[src/rtl/audio_mix_pkg.sv]
// Shared types and arithmetic helpers for the audio mixer and its sigma-delta DAC.
package audio_mix_pkg;

  // Per-channel gain code as it arrives on ch_gain_i.
  typedef enum logic [1:0] {
    MUTE = 2'd0,
    Q    = 2'd1,
    H    = 2'd2,
    F    = 2'd3
  } gain_e;

  // Clamp a signed value to the range of a signed number 'width' bits wide.
  function automatic logic signed [31:0] sat_signed(input logic signed [31:0] value,
                                                    input int                 width);
    logic signed [31:0] hi;
    logic signed [31:0] lo;
    hi = (32'sd1 <<< (width - 1)) - 32'sd1;
    lo = -(32'sd1 <<< (width - 1));
    if (value > hi) begin
      return hi;
    end else if (value < lo) begin
      return lo;
    end else begin
      return value;
    end
  endfunction

  // Scale a signed sample by 0, 1/4, 1/2 or 1 using arithmetic right shifts.
  function automatic logic signed [31:0] apply_gain(input logic signed [31:0] sample,
                                                    input gain_e              gain);
    case (gain)
      MUTE:    return 32'sd0;
      Q:       return sample >>> 2;
      H:       return sample >>> 1;
      F:       return sample;
      default: return 32'sd0;
    endcase
  endfunction

endpackage

[src/rtl/audio_mixer_sd_if.sv]
// Sample-side bus of the mixer: channel inputs with capture strobe, mixed output with valid.
interface audio_mixer_sd_if #(
  parameter int NCH   = 4,
  parameter int IN_W  = 14,
  parameter int OUT_W = 16
);
  logic                   sample_stb_i;
  logic [NCH*IN_W-1:0]    ch_data_i;
  logic [NCH-1:0]         ch_signed_i;
  logic [2*NCH-1:0]       ch_gain_i;
  logic [OUT_W-1:0]       mix_o;
  logic                   mix_valid_o;

  modport master (
    output sample_stb_i, ch_data_i, ch_signed_i, ch_gain_i,
    input  mix_o, mix_valid_o
  );

  modport slave (
    input  sample_stb_i, ch_data_i, ch_signed_i, ch_gain_i,
    output mix_o, mix_valid_o
  );
endinterface

[src/rtl/sd_dac.sv]
// Sigma-delta bitstream DAC, first or second order, driven by a signed left-aligned sample.
module sd_dac
  import audio_mix_pkg::*;
#(
  parameter int W     = 16,
  parameter int ORDER = 1
) (
  input  logic         clk_i,
  input  logic         res_n_i,
  input  logic [W-1:0] din_i,
  output logic         dout_o
);

  if (ORDER == 2) begin : g_o2
    localparam int IW = W + 4;
    localparam logic signed [31:0] FB_MAG = 32'sd1 <<< (W - 1);

    logic signed [IW-1:0] r_i1;
    logic signed [IW-1:0] r_i2;
    logic                 r_dout;
    logic signed [31:0]   w_s;
    logic signed [31:0]   w_fb;
    logic signed [IW-1:0] w_i1_n;
    logic signed [IW-1:0] w_i2_n;

    assign w_s  = 32'($signed(din_i));
    assign w_fb = r_dout ? FB_MAG : -FB_MAG;
    // The second integrator takes the freshly updated first integrator so the loop
    // has the classic (1 - z^-1)^2 noise shaping and stays stable with a 1-bit quantiser.
    assign w_i1_n = IW'(sat_signed(32'(r_i1) + w_s - w_fb, IW));
    assign w_i2_n = IW'(sat_signed(32'(r_i2) + 32'(w_i1_n) - w_fb, IW));

    // Integrator and quantiser state, one update per clock.
    always_ff @(posedge clk_i or negedge res_n_i) begin
      if (!res_n_i) begin
        r_i1   <= '0;
        r_i2   <= '0;
        r_dout <= 1'b0;
      end else begin
        r_i1   <= w_i1_n;
        r_i2   <= w_i2_n;
        r_dout <= ~w_i2_n[IW-1];
      end
    end

    assign dout_o = r_dout;
  end else begin : g_o1
    // Bit W of the accumulator is the carry of the latest addition and doubles as the output.
    logic [W:0]   r_acc;
    logic [W-1:0] w_u;

    assign w_u = {~din_i[W-1], din_i[W-2:0]};

    // Phase accumulator: the carry out is the bitstream.
    always_ff @(posedge clk_i or negedge res_n_i) begin
      if (!res_n_i) begin
        r_acc <= '0;
      end else begin
        r_acc <= {1'b0, r_acc[W-1:0]} + {1'b0, w_u};
      end
    end

    assign dout_o = r_acc[W];
  end

endmodule

[src/rtl/audio_mixer_sd.sv]
// N-channel mixer: capture/convert/gain (S1), sum (S2), saturate and align (S3),
// followed by a sigma-delta DAC running on the held mixed sample.
module audio_mixer_sd
  import audio_mix_pkg::*;
#(
  parameter int NCH   = 4,
  parameter int IN_W  = 14,
  parameter int OUT_W = 16,
  parameter int ORDER = 1
) (
  input  logic             clk_i,
  input  logic             res_n_i,
  audio_mixer_sd_if.slave  mix_bus,
  output logic             dac_o
);

  // Sum of NCH IN_W-bit values cannot overflow this width.
  localparam int SUM_W = IN_W + $clog2(NCH) + 1;

  logic [NCH*IN_W-1:0]     w_gained_all;
  logic [NCH*IN_W-1:0]     r_s1_data;
  logic                    r_s1_vld;
  logic signed [SUM_W-1:0] w_sum;
  logic signed [SUM_W-1:0] r_s2_sum;
  logic                    r_s2_vld;
  logic [IN_W-1:0]         w_sat;
  logic [OUT_W-1:0]        w_mix_next;
  logic [OUT_W-1:0]        r_mix;
  logic                    r_mix_vld;

  for (genvar k = 0; k < NCH; k++) begin : g_ch
    logic [IN_W-1:0]    w_conv;
    logic signed [31:0] w_ext;

    // Offset-binary becomes two's complement by flipping the MSB.
    assign w_conv = {mix_bus.ch_data_i[k*IN_W + IN_W - 1] ^ ~mix_bus.ch_signed_i[k],
                     mix_bus.ch_data_i[k*IN_W +: IN_W - 1]};
    assign w_ext  = 32'($signed(w_conv));
    assign w_gained_all[k*IN_W +: IN_W] =
        IN_W'(apply_gain(w_ext, gain_e'(mix_bus.ch_gain_i[2*k +: 2])));
  end

  // S1: capture the converted and scaled channels on each strobe.
  always_ff @(posedge clk_i or negedge res_n_i) begin
    if (!res_n_i) begin
      r_s1_data <= '0;
      r_s1_vld  <= 1'b0;
    end else begin
      r_s1_vld <= mix_bus.sample_stb_i;
      if (mix_bus.sample_stb_i) begin
        r_s1_data <= w_gained_all;
      end else begin
        r_s1_data <= r_s1_data;
      end
    end
  end

  // Full-width signed sum of all captured channels.
  always_comb begin
    w_sum = '0;
    for (int i = 0; i < NCH; i++) begin
      w_sum = w_sum + SUM_W'($signed(r_s1_data[i*IN_W +: IN_W]));
    end
  end

  // S2: register the sum.
  always_ff @(posedge clk_i or negedge res_n_i) begin
    if (!res_n_i) begin
      r_s2_sum <= '0;
      r_s2_vld <= 1'b0;
    end else begin
      r_s2_vld <= r_s1_vld;
      if (r_s1_vld) begin
        r_s2_sum <= w_sum;
      end else begin
        r_s2_sum <= r_s2_sum;
      end
    end
  end

  assign w_sat      = IN_W'(sat_signed(32'(r_s2_sum), IN_W));
  assign w_mix_next = OUT_W'(w_sat) << (OUT_W - IN_W);

  // S3: saturate, left-align into mix_o and pulse valid; mix_o holds otherwise.
  always_ff @(posedge clk_i or negedge res_n_i) begin
    if (!res_n_i) begin
      r_mix     <= '0;
      r_mix_vld <= 1'b0;
    end else begin
      r_mix_vld <= r_s2_vld;
      if (r_s2_vld) begin
        r_mix <= w_mix_next;
      end else begin
        r_mix <= r_mix;
      end
    end
  end

  assign mix_bus.mix_o       = r_mix;
  assign mix_bus.mix_valid_o = r_mix_vld;

  sd_dac #(
    .W     (OUT_W),
    .ORDER (ORDER)
  ) u_dac (
    .clk_i   (clk_i),
    .res_n_i (res_n_i),
    .din_i   (r_mix),
    .dout_o  (dac_o)
  );

endmodule

[src/flat_wrapper.sv]
// flat-port wrapper written by rule: the top's interface ports become plain ports
module audio_mixer_sd_flat import audio_mix_pkg::*;
#(
  parameter int NCH   = 4,
  parameter int IN_W  = 14,
  parameter int OUT_W = 16,
  parameter int ORDER = 1
)
  (clk_i, res_n_i, dac_o, mix_bus_sample_stb_i, mix_bus_ch_data_i, mix_bus_ch_signed_i, mix_bus_ch_gain_i, mix_bus_mix_o, mix_bus_mix_valid_o);
  audio_mixer_sd_if #(.NCH(NCH), .IN_W(IN_W), .OUT_W(OUT_W)) mix_bus_i ();
  input  logic clk_i;
  input  logic res_n_i;
  output logic dac_o;
  input wire logic [$bits(mix_bus_i.sample_stb_i)-1:0] mix_bus_sample_stb_i;
  input wire logic [$bits(mix_bus_i.ch_data_i)-1:0] mix_bus_ch_data_i;
  input wire logic [$bits(mix_bus_i.ch_signed_i)-1:0] mix_bus_ch_signed_i;
  input wire logic [$bits(mix_bus_i.ch_gain_i)-1:0] mix_bus_ch_gain_i;
  output wire logic [$bits(mix_bus_i.mix_o)-1:0] mix_bus_mix_o;
  output wire logic [$bits(mix_bus_i.mix_valid_o)-1:0] mix_bus_mix_valid_o;
  assign mix_bus_i.sample_stb_i = mix_bus_sample_stb_i;
  assign mix_bus_i.ch_data_i = mix_bus_ch_data_i;
  assign mix_bus_i.ch_signed_i = mix_bus_ch_signed_i;
  assign mix_bus_i.ch_gain_i = mix_bus_ch_gain_i;
  assign mix_bus_mix_o = mix_bus_i.mix_o;
  assign mix_bus_mix_valid_o = mix_bus_i.mix_valid_o;
  audio_mixer_sd #(.NCH(NCH), .IN_W(IN_W), .OUT_W(OUT_W), .ORDER(ORDER)) u_core (.clk_i(clk_i), .res_n_i(res_n_i), .mix_bus(mix_bus_i), .dac_o(dac_o));
endmodule
[config.mk]
export PLATFORM = sky130hd
export DESIGN_NAME = audio_mixer_sd_flat
export DESIGN_NICKNAME = d
export VERILOG_FILES = /design/src/rtl/audio_mix_pkg.sv /design/src/rtl/audio_mixer_sd_if.sv /design/src/rtl/sd_dac.sv /design/src/rtl/audio_mixer_sd.sv /design/src/flat_wrapper.sv
export SDC_FILE = /design/constraint.sdc
export NUM_CORES = 1
export LEC_CHECK = 0
export ABC_AREA = 1
export ABC_CLOCK_PERIOD_IN_PS = 2550
export CORE_MARGIN = 1
export CORE_UTILIZATION = 52
export DETAILED_ROUTE_END_ITERATION = 12
export PLACE_DENSITY = 0.76
export SLEW_MARGIN = 25
export SYNTH_ARGS = -nofsm -noshare
export SYNTH_HDL_FRONTEND = slang
export SYNTH_HIERARCHICAL = 1
export SYNTH_SLANG_ARGS = --single-unit
[constraint.sdc]
create_clock -name clk_i -period 2.55 [get_ports clk_i]
set_clock_uncertainty 0.15 [all_clocks]
set_input_delay 0.255 -clock clk_i [delete_from_list [all_inputs] [get_ports clk_i]]
set_output_delay 0.255 -clock clk_i [all_outputs]
set_load 0.1 [all_outputs]
==> results of run 1 <==
[worst max-delay path, delay by kind of cell (launching register included)]
kind	cells	cell delay [ns]
buf+inv	3	0.19
flops	1	0.39
simple gates	5	0.57
compound gates	1	0.15
fa+ha+maj	3	1.25
[repair_timing]
item,CTS,global route
setup endpoints to repair,14,15
hold buffers,1,0
gates resized for setup,42,34
endpoints found under the hold margin,107,0
setup buffers,7,4
pin swaps,28,27
[cells in the final DEF, fill, tap and decap left out, drive strengths merged, types with 7 or more instances in the layout]
cell type	instances
a21oi	38
buf	85
clkbuf	11
clkdlybuf4s50	68
dfrtp	107
fa	30
ha	32
inv	212
nand2	278
nand3	36
nor2	55
nor3	7
o21ai	83
o221ai	20
o22ai	27
xor2	8
[kinds of logic after synthesis]
logic type	synth area share (%)
other	0.0510
and+or+nand+nor	21.7
adders and majority gates	13.6
AOI/OAI and AO/OA	14.1
xor gates and xnor gates	1.55
buffers and inverters	12.5
DFF	36.4
[power breakdown]
group	leakage (nW)	switching, mW	internal (mW)	total (mW)
Combinational	3.42	4.27	2.64	6.91
Sequential	1.31	0.287	2.21	2.50
Clock	0.170	0.633	0.993	1.63
Total	4.90	5.19	5.85	11.0
[state kept, by name (all words and copies together) (netlist names)]
signal	count
u_core/mix_bus.mix_o	14
u_core/u_dac/g_o1.r_acc	17
u_core/r_s1_vld	1
u_core/mix_bus.mix_valid_o	1
u_core/r_s2_vld	1
u_core/r_s2_sum	17
u_core/r_s1_data	56
[layer usage]
| layer | GRT usage [%] | vias up |
|---|---|---|
| met5 | 0 | - |
| met4 | 13.0 | 0 |
| met3 | 3.24 | 38 |
| met2 | 44.6 | 214 |
| met1 | 30.5 | 3002 |
| li1 | - | 3370 |
[synthesized netlist by cell type]
cell type and number:
nor2_4 3, buf_1 3, nand3_1 35, xor2_1 8
xnor2_1 5, a21oi_2 1, o31ai_4 1, inv_2 4
inv_1 207, o211ai_1 1, or2_0 2, nor3_2 2
buf_2 7, conb_1 1, nor3_1 5, clkbuf_1 7
o221ai_1 20, nand4_1 2, buf_4 6, buf_6 1
o21bai_1 1, fa_1 30, or2_1 2, nand2_2 11
a21oi_1 37, ha_1 32, a22o_1 1, o21ai_1 4
nand2_1 267, dfrtp_1 107, nand3b_1 2, and2_2 1
o21ai_2 1, nand3_2 1, nor2_2 1, a221oi_1 4
o21ai_0 78, o22ai_1 27, nor2_1 51, or2_2 1
[area by class of cell]
class | count | share of cell area [%]
Clock buffer | 11 | 2.53
Clock inverter | 5 | 1.12
Inverter | 211 | 8.29
Multi-Input combinational cell | 642 | 43.6
Sequential cell | 107 | 27.9
Tap cell | 180 | 2.35
Timing Repair Buffer | 154 | 14.1
[metrics by stage]
stage	worst slack (ns)	power (mW)	std cells	util (%)	area, sq um
floorplan	-0.0813	7.25	984	-	7570
global placement	-0.155	8.70	1282	64.5	8920
detailed placement	-0.218	8.86	1282	64.5	8920
CTS	-0.225	10.8	1306	68.4	9450
global route	-0.351	12.0	1310	69.3	9590
finish	-0.254	11.0	1310	69.3	9590
[final timing paths]
check	start	end	slack, ns
setup / recovery	u_core/r_s1_data[7]$_DFFE_PN0P_	u_core/r_s2_sum[8]$_DFFE_PN0P_	-0.25
hold / removal	mix_bus_sample_stb_i	u_core/r_s1_vld$_DFF_PN0_	0.18
setup reg to reg	u_core/r_s1_data[7]$_DFFE_PN0P_	u_core/r_s2_sum[8]$_DFFE_PN0P_	-0.25
hold reg to reg	u_core/r_s2_sum[1]$_DFFE_PN0P_	u_core/r_s2_sum[1]$_DFFE_PN0P_	0.33
max in group asynchronous	res_n_i	u_core/u_dac/g_o1.r_acc[13]$_DFF_PN0_	1.44
min in group asynchronous	res_n_i	u_core/u_dac/g_o1.r_acc[3]$_DFF_PN0_	0.30
==> results_dict.tcl, run 1 <==
set metrics [dict create \
    setup.worst_path.start_class "flop" \
    power.leakage_nw 4.90 \
    totalWireLength_mm 17.7 \
    area_of_combinational_cells_with_multiple_inputs_sq_um 4180 \
    grt_setup_unrepaired "yes" \
    critical-path-slowest-cell "fa_1" \
    final_net_count 1258 \
    hold_viol 0 \
    die-width_microns 121 \
    grt_util_all_layers_pct 25.4 \
    die-area_sq_um 14600 \
    yosys_top_cell_area_share_pct 36.4 \
    htreeDepth 3 \
    yosys_warnings 6 \
    antenna_cells 0 \
    port-buffer-count 86 \
    via_count 6624 \
    fill_cells 1123 \
    cp_data_required_time_ns 2.64 \
    post_synth_num_cell_types 40 \
    grt_first_pass_wirelength_mm 29.1 \
    synthCells 980 \
    vias_per_cell 5.06 \
    hold_path_depth 2 \
    timing_worst_slew_pin_value_ns 0.641 \
    area_delta_synth_final_pct 30.4 \
    worst_hold_slack_ns 0.179 \
    power.density_cell_area_nw_per_um2 1150 \
    clkLatencyLatePin_ns 0.36 \
    number_of_global_route_vias_before_repair 6487 \
    synth.area.top_cells "dfrtp_1, nand2_1, inv_1" \
    cts_max_path_bufs 2 \
    setup-violations-final 14 \
    tns_ns -2.58 \
    clock_tree_from_tritoncts "yes" \
    route.met2.wl_mm 8.74 \
    timing.final.ws_setup_ns -0.254 \
    finalWeightedCongestion 0.948 \
    dp_hpwl_mm 13.4 \
    clock-root-buffer "clkbuf_16" \
    data_arrival_critical_path_ns 2.90 \
    ir_drop_mv 0.450 \
    finalCritPeriodShare_pct 110 \
    cp_cell_sequence "inv_2 > fa_1 > fa_1 > inv_2 > ha_4 > nand2_4 > inv_4 > a21oi_4 > nand2_4 > or2_0 > nand3_1 > nand2_1" \
    status "finished, violations left" \
    max_freq_mhz 357 \
    initialDrtViolationCount 349 \
    failed_checks "setup timing" \
    synthDominantAreaCellType "dfrtp_1" \
    routed.top_layer "met4" \
    synthesis.area_sq_um 7350 \
    drive_above_1_share_pct 19.3 \
    timing.critical_path.to_type "flop" \
    layout_min_cycle_time_ns 2.80 \
    timing.max_slew.rel_slack_pct 57.3 \
    post_drt_wl_per_cell_microns 13.5 \
    seq_area_sq_um 2680 \
    final-max-slew-violation-count 0 \
    yosysSeqAreaShare_pct 36.4 \
    timing.reg2reg.worst_path_depth 12 \
    routed_metal_1_wire_length_mm 7.39 \
    maximum_number_of_pins_on_one_net_before_global_route_repair 108 \
    path_clk_slew_ns 0.07 \
    detail_route.drc_violations 0 \
    row_count 43 \
    global_route_total_overflow 0 \
    min_path_type "in2reg" \
    yosys_register_bits 107 \
    met3WireLength_microns 851 \
    io_pins 89 \
    maxCapViolCount 0 \
    critical_path.max_fanout 4 \
    drt_pass1_iterations 5 \
    detail-route-antenna-nets 0 \
    start_util_pct 53.2 \
    die_h_microns 121 \
    crit_type "reg2reg" \
    timing.critical_path.slowest_cell_delay_ns 0.56 \
    number_of_antenna_violations_at_the_first_check_in_global_routing 0 \
    clock-sinks 107 \
    floorplan.core_area_sq_um 13800 \
    post_synth.cell_area_avg_sq_um 7.50 \
    tritoncts.num_buffers 9 \
]
Note: power is estimated with default switching activity, not from simulation.
==> inputs of run 2 (changes only) <==
Settings changed: ABC_CLOCK_PERIOD_IN_PS 2550 to default, CTS_BUF_LIST from default to sky130_fd_sc_hd__clkbuf_16, SLEW_MARGIN 25 to default.
==> run 2 against run 1 <==
The flow still finishes with violations (setup timing). Fmax shrank 0.65%. Critical path depth unchanged. Final cell count unchanged. Critical path type unchanged. Critical endpoint unchanged. Largest cell class unchanged. Largest power group unchanged.
==> results_dict.tcl, run 2 (synthesis gave the netlist of run 1 again) <==
set metrics [dict create \
    seq_area_sq_um 2680 \
    htreeDepth 3 \
    worst_r2r_startpoint "u_core/r_s1_data[7]$_DFFE_PN0P_" \
    maximum_number_of_pins_on_one_net_before_global_route_repair 108 \
    path_clk_slew_ns 0.07 \
    p_int_mw 5.81 \
    critical-path-slowest-cell "fa_1" \
    data_arrival_critical_path_ns 2.91 \
    detail_route.drc_violations 0 \
    row_count 43 \
    cp_cell_sequence "inv_2 > fa_1 > fa_1 > inv_2 > ha_4 > nand2_4 > inv_4 > a21oi_4 > nand2_4 > or2_0 > nand3_1 > nand2_1" \
    power.leakage_nw 4.90 \
    detail-route-antenna-nets 0 \
    finalWeightedCongestion 0.948 \
    min_path_type "in2reg" \
    timing.max_slew.rel_slack_pct 57.1 \
    area_delta_synth_final_pct 30.3 \
    layout_commonest_cell "nand2_1" \
    die-width_microns 121 \
    power.density_cell_area_nw_per_um2 1150 \
    ir_drop_mv 0.452 \
    port-buffer-count 86 \
    drt_pass1_iterations 5 \
    failed_checks "setup timing" \
    status "finished, violations left" \
    comb_power_share_pct 62.8 \
    fill_cells 1128 \
    tns_ns -2.64 \
    global_route_total_overflow 0 \
    maxCapViolCount 0 \
    vias_per_cell 5.04 \
    timing.final.ws_setup_ns -0.273 \
    grt_first_pass_wirelength_mm 29.1 \
    clock-sinks 107 \
    number_of_antenna_violations_at_the_first_check_in_global_routing 0 \
    timing_worst_slew_pin_value_ns 0.644 \
    timing.critical_path.slowest_cell_delay_ns 0.56 \
    largest_register "u_core/r_s1_data" \
    initialDrtViolationCount 322 \
    io_pins 89 \
    switchingPower_mw 5.20 \
    placedCellCount 1282 \
    via_count 6604 \
    setup.worst_path.start_class "flop" \
    cts_max_path_bufs 2 \
    max_freq_mhz 354 \
    seq_power_share_pct 22.7 \
    critical_path.max_fanout 4 \
    reg_top3 "u_core/r_s1_data (56), u_core/r_s2_sum (17), u_core/u_dac/g_o1.r_acc (17)" \
    switching_share_pct 47.2 \
    critPathTopFamily "adder cells" \
    fin_cells 1310 \
    setup.worst_path.start "u_core/r_s1_data[7]$_DFFE_PN0P_" \
    floorplan.core_area_sq_um 13800 \
    crit_buf_inv 3 \
    final_cell_mix "nand2_1, inv_1, dfrtp_1, buf_4, o21ai_0" \
    final_net_count 1258 \
    min-delay-start "mix_bus_sample_stb_i" \
    clkLatencyLatePin_ns 0.36 \
    timing.critical_path.to_type "flop" \
    area_of_combinational_cells_with_multiple_inputs_sq_um 4190 \
    tritoncts.num_buffers 9 \
    finish.utilization_pct 69.3 \
    antenna_cells 0 \
    die-area_sq_um 14600 \
    clock_tree_from_tritoncts "yes" \
    clock-root-buffer "clkbuf_16" \
    cp_data_required_time_ns 2.64 \
    crit_type "reg2reg" \
    die_h_microns 121 \
    number_of_flip_flops_under_the_largest_register_name 56 \
    totalWireLength_mm 17.8 \
    setup-violations-final 14 \
    start_util_pct 53.2 \
    post_drt_wl_per_cell_microns 13.6 \
    grt_setup_unrepaired "yes" \
    hold_viol 0 \
    final-max-slew-violation-count 0 \
    drive_above_1_share_pct 19.4 \
    number_of_global_route_vias_before_repair 6485 \
    dp_hpwl_mm 13.4 \
    finalCritPeriodShare_pct 111 \
    grt_util_all_layers_pct 25.4 \
    layout_min_cycle_time_ns 2.82 \
    power.share.clock_pct 14.5 \
]
==> run 2: cell count changes in the layout (fill, tap and decap cells not counted) <==
cell,delta
clkbuf_1,-1
clkbuf_8,-1
clkinv_1,+1
fa_1,-1
fa_2,+1
inv_2,+1
==> run 2: per-stage QoR <==
| stage | instance area [sq um] | setup slack, ns | total power, mW | hold slack (ns) |
|---|---|---|---|---|
| floorplan | 7570 | -0.0813 | 7.25 | -0.191 |
| global placement | 8920 | -0.155 | 8.70 | 0.218 |
| detailed placement | 8920 | -0.218 | 8.86 | 0.222 |
| CTS | 9440 | -0.224 | 10.7 | 0.155 |
| global route | 9580 | -0.350 | 11.9 | 0.175 |
| finish | 9580 | -0.273 | 11.0 | 0.181 |
==> run 2: worst paths after layout <==
kind / end / slack (ns) / depth (start not counted)
max reg2reg: u_core/r_s2_sum[8]$_DFFE_PN0P_ / -0.27 / 12
min reg2reg: u_core/r_s2_sum[1]$_DFFE_PN0P_ / 0.33 / 2
max in group asynchronous: u_core/u_dac/g_o1.r_acc[13]$_DFF_PN0_ / 1.44 / 3
min: u_core/r_s1_vld$_DFF_PN0_ / 0.18 / 2
min in group asynchronous: u_core/u_dac/g_o1.r_acc[3]$_DFF_PN0_ / 0.31 / 3
max: u_core/r_s2_sum[8]$_DFFE_PN0P_ / -0.27 / 12
==> run 2: power groups by stage <==
stage | clock, mW | sequential, mW | combinational [mW]
final | 1.59 | 2.50 | 6.92
after global routing | 1.68 | 2.56 | 7.70
after CTS | 1.61 | 2.51 | 6.62
after detailed placement | 0 | 2.53 | 6.33
after global placement | 0 | 2.51 | 6.20
after floorplan | 0 | 3.28 | 3.97
==> run 2: worst register-to-register path: cells and delay by family, from the launching register on <==
kind                     cells  cell delay (ns)
AO/OA/AOI/OAI                1             0.15
flip-flops                   1             0.39
adder cells (fa/ha/maj)      3             1.25
AND/OR/NAND/NOR              5             0.57
buffers and inverters        3             0.20
==> run 2: cell type report <==
type | instances | area share, %
sequential | 107 | 28.0
multi-input combinational | 642 | 43.7
inverter | 211 | 8.30
timing repair buffer | 154 | 14.1
clock buffer | 9 | 2.35
tap | 180 | 2.35
clock inverter | 7 | 1.20
==> run 2: repair_timing <==
action	in CTS	in global routing
gates resized for setup	42	36
setup endpoints to repair	14	15
hold endpoints to repair	107	0
buffers inserted	7	4
pin swaps	29	27
hold buffers	1	0
==> run 2: per-layer routing <==
metal | up-vias | part of all wire (%) | global-route usage [%] | routed length [microns]
met3 | 36 | 3.7 | 3.24 | 659
met5 | - | 0 | 0 | 0
li1 | 3368 | - | - | -
met4 | 0 | 4.0 | 13.0 | 705
met1 | 3016 | 43 | 30.5 | 7600
met2 | 184 | 50 | 44.5 | 8840
==> inputs of run 3 (changes only) <==
Settings changed: ABC_CLOCK_PERIOD_IN_PS from default to 2550.
==> results of run 3 <==
Same layout as run 2: the final DEF is identical, and so are final timing and power.
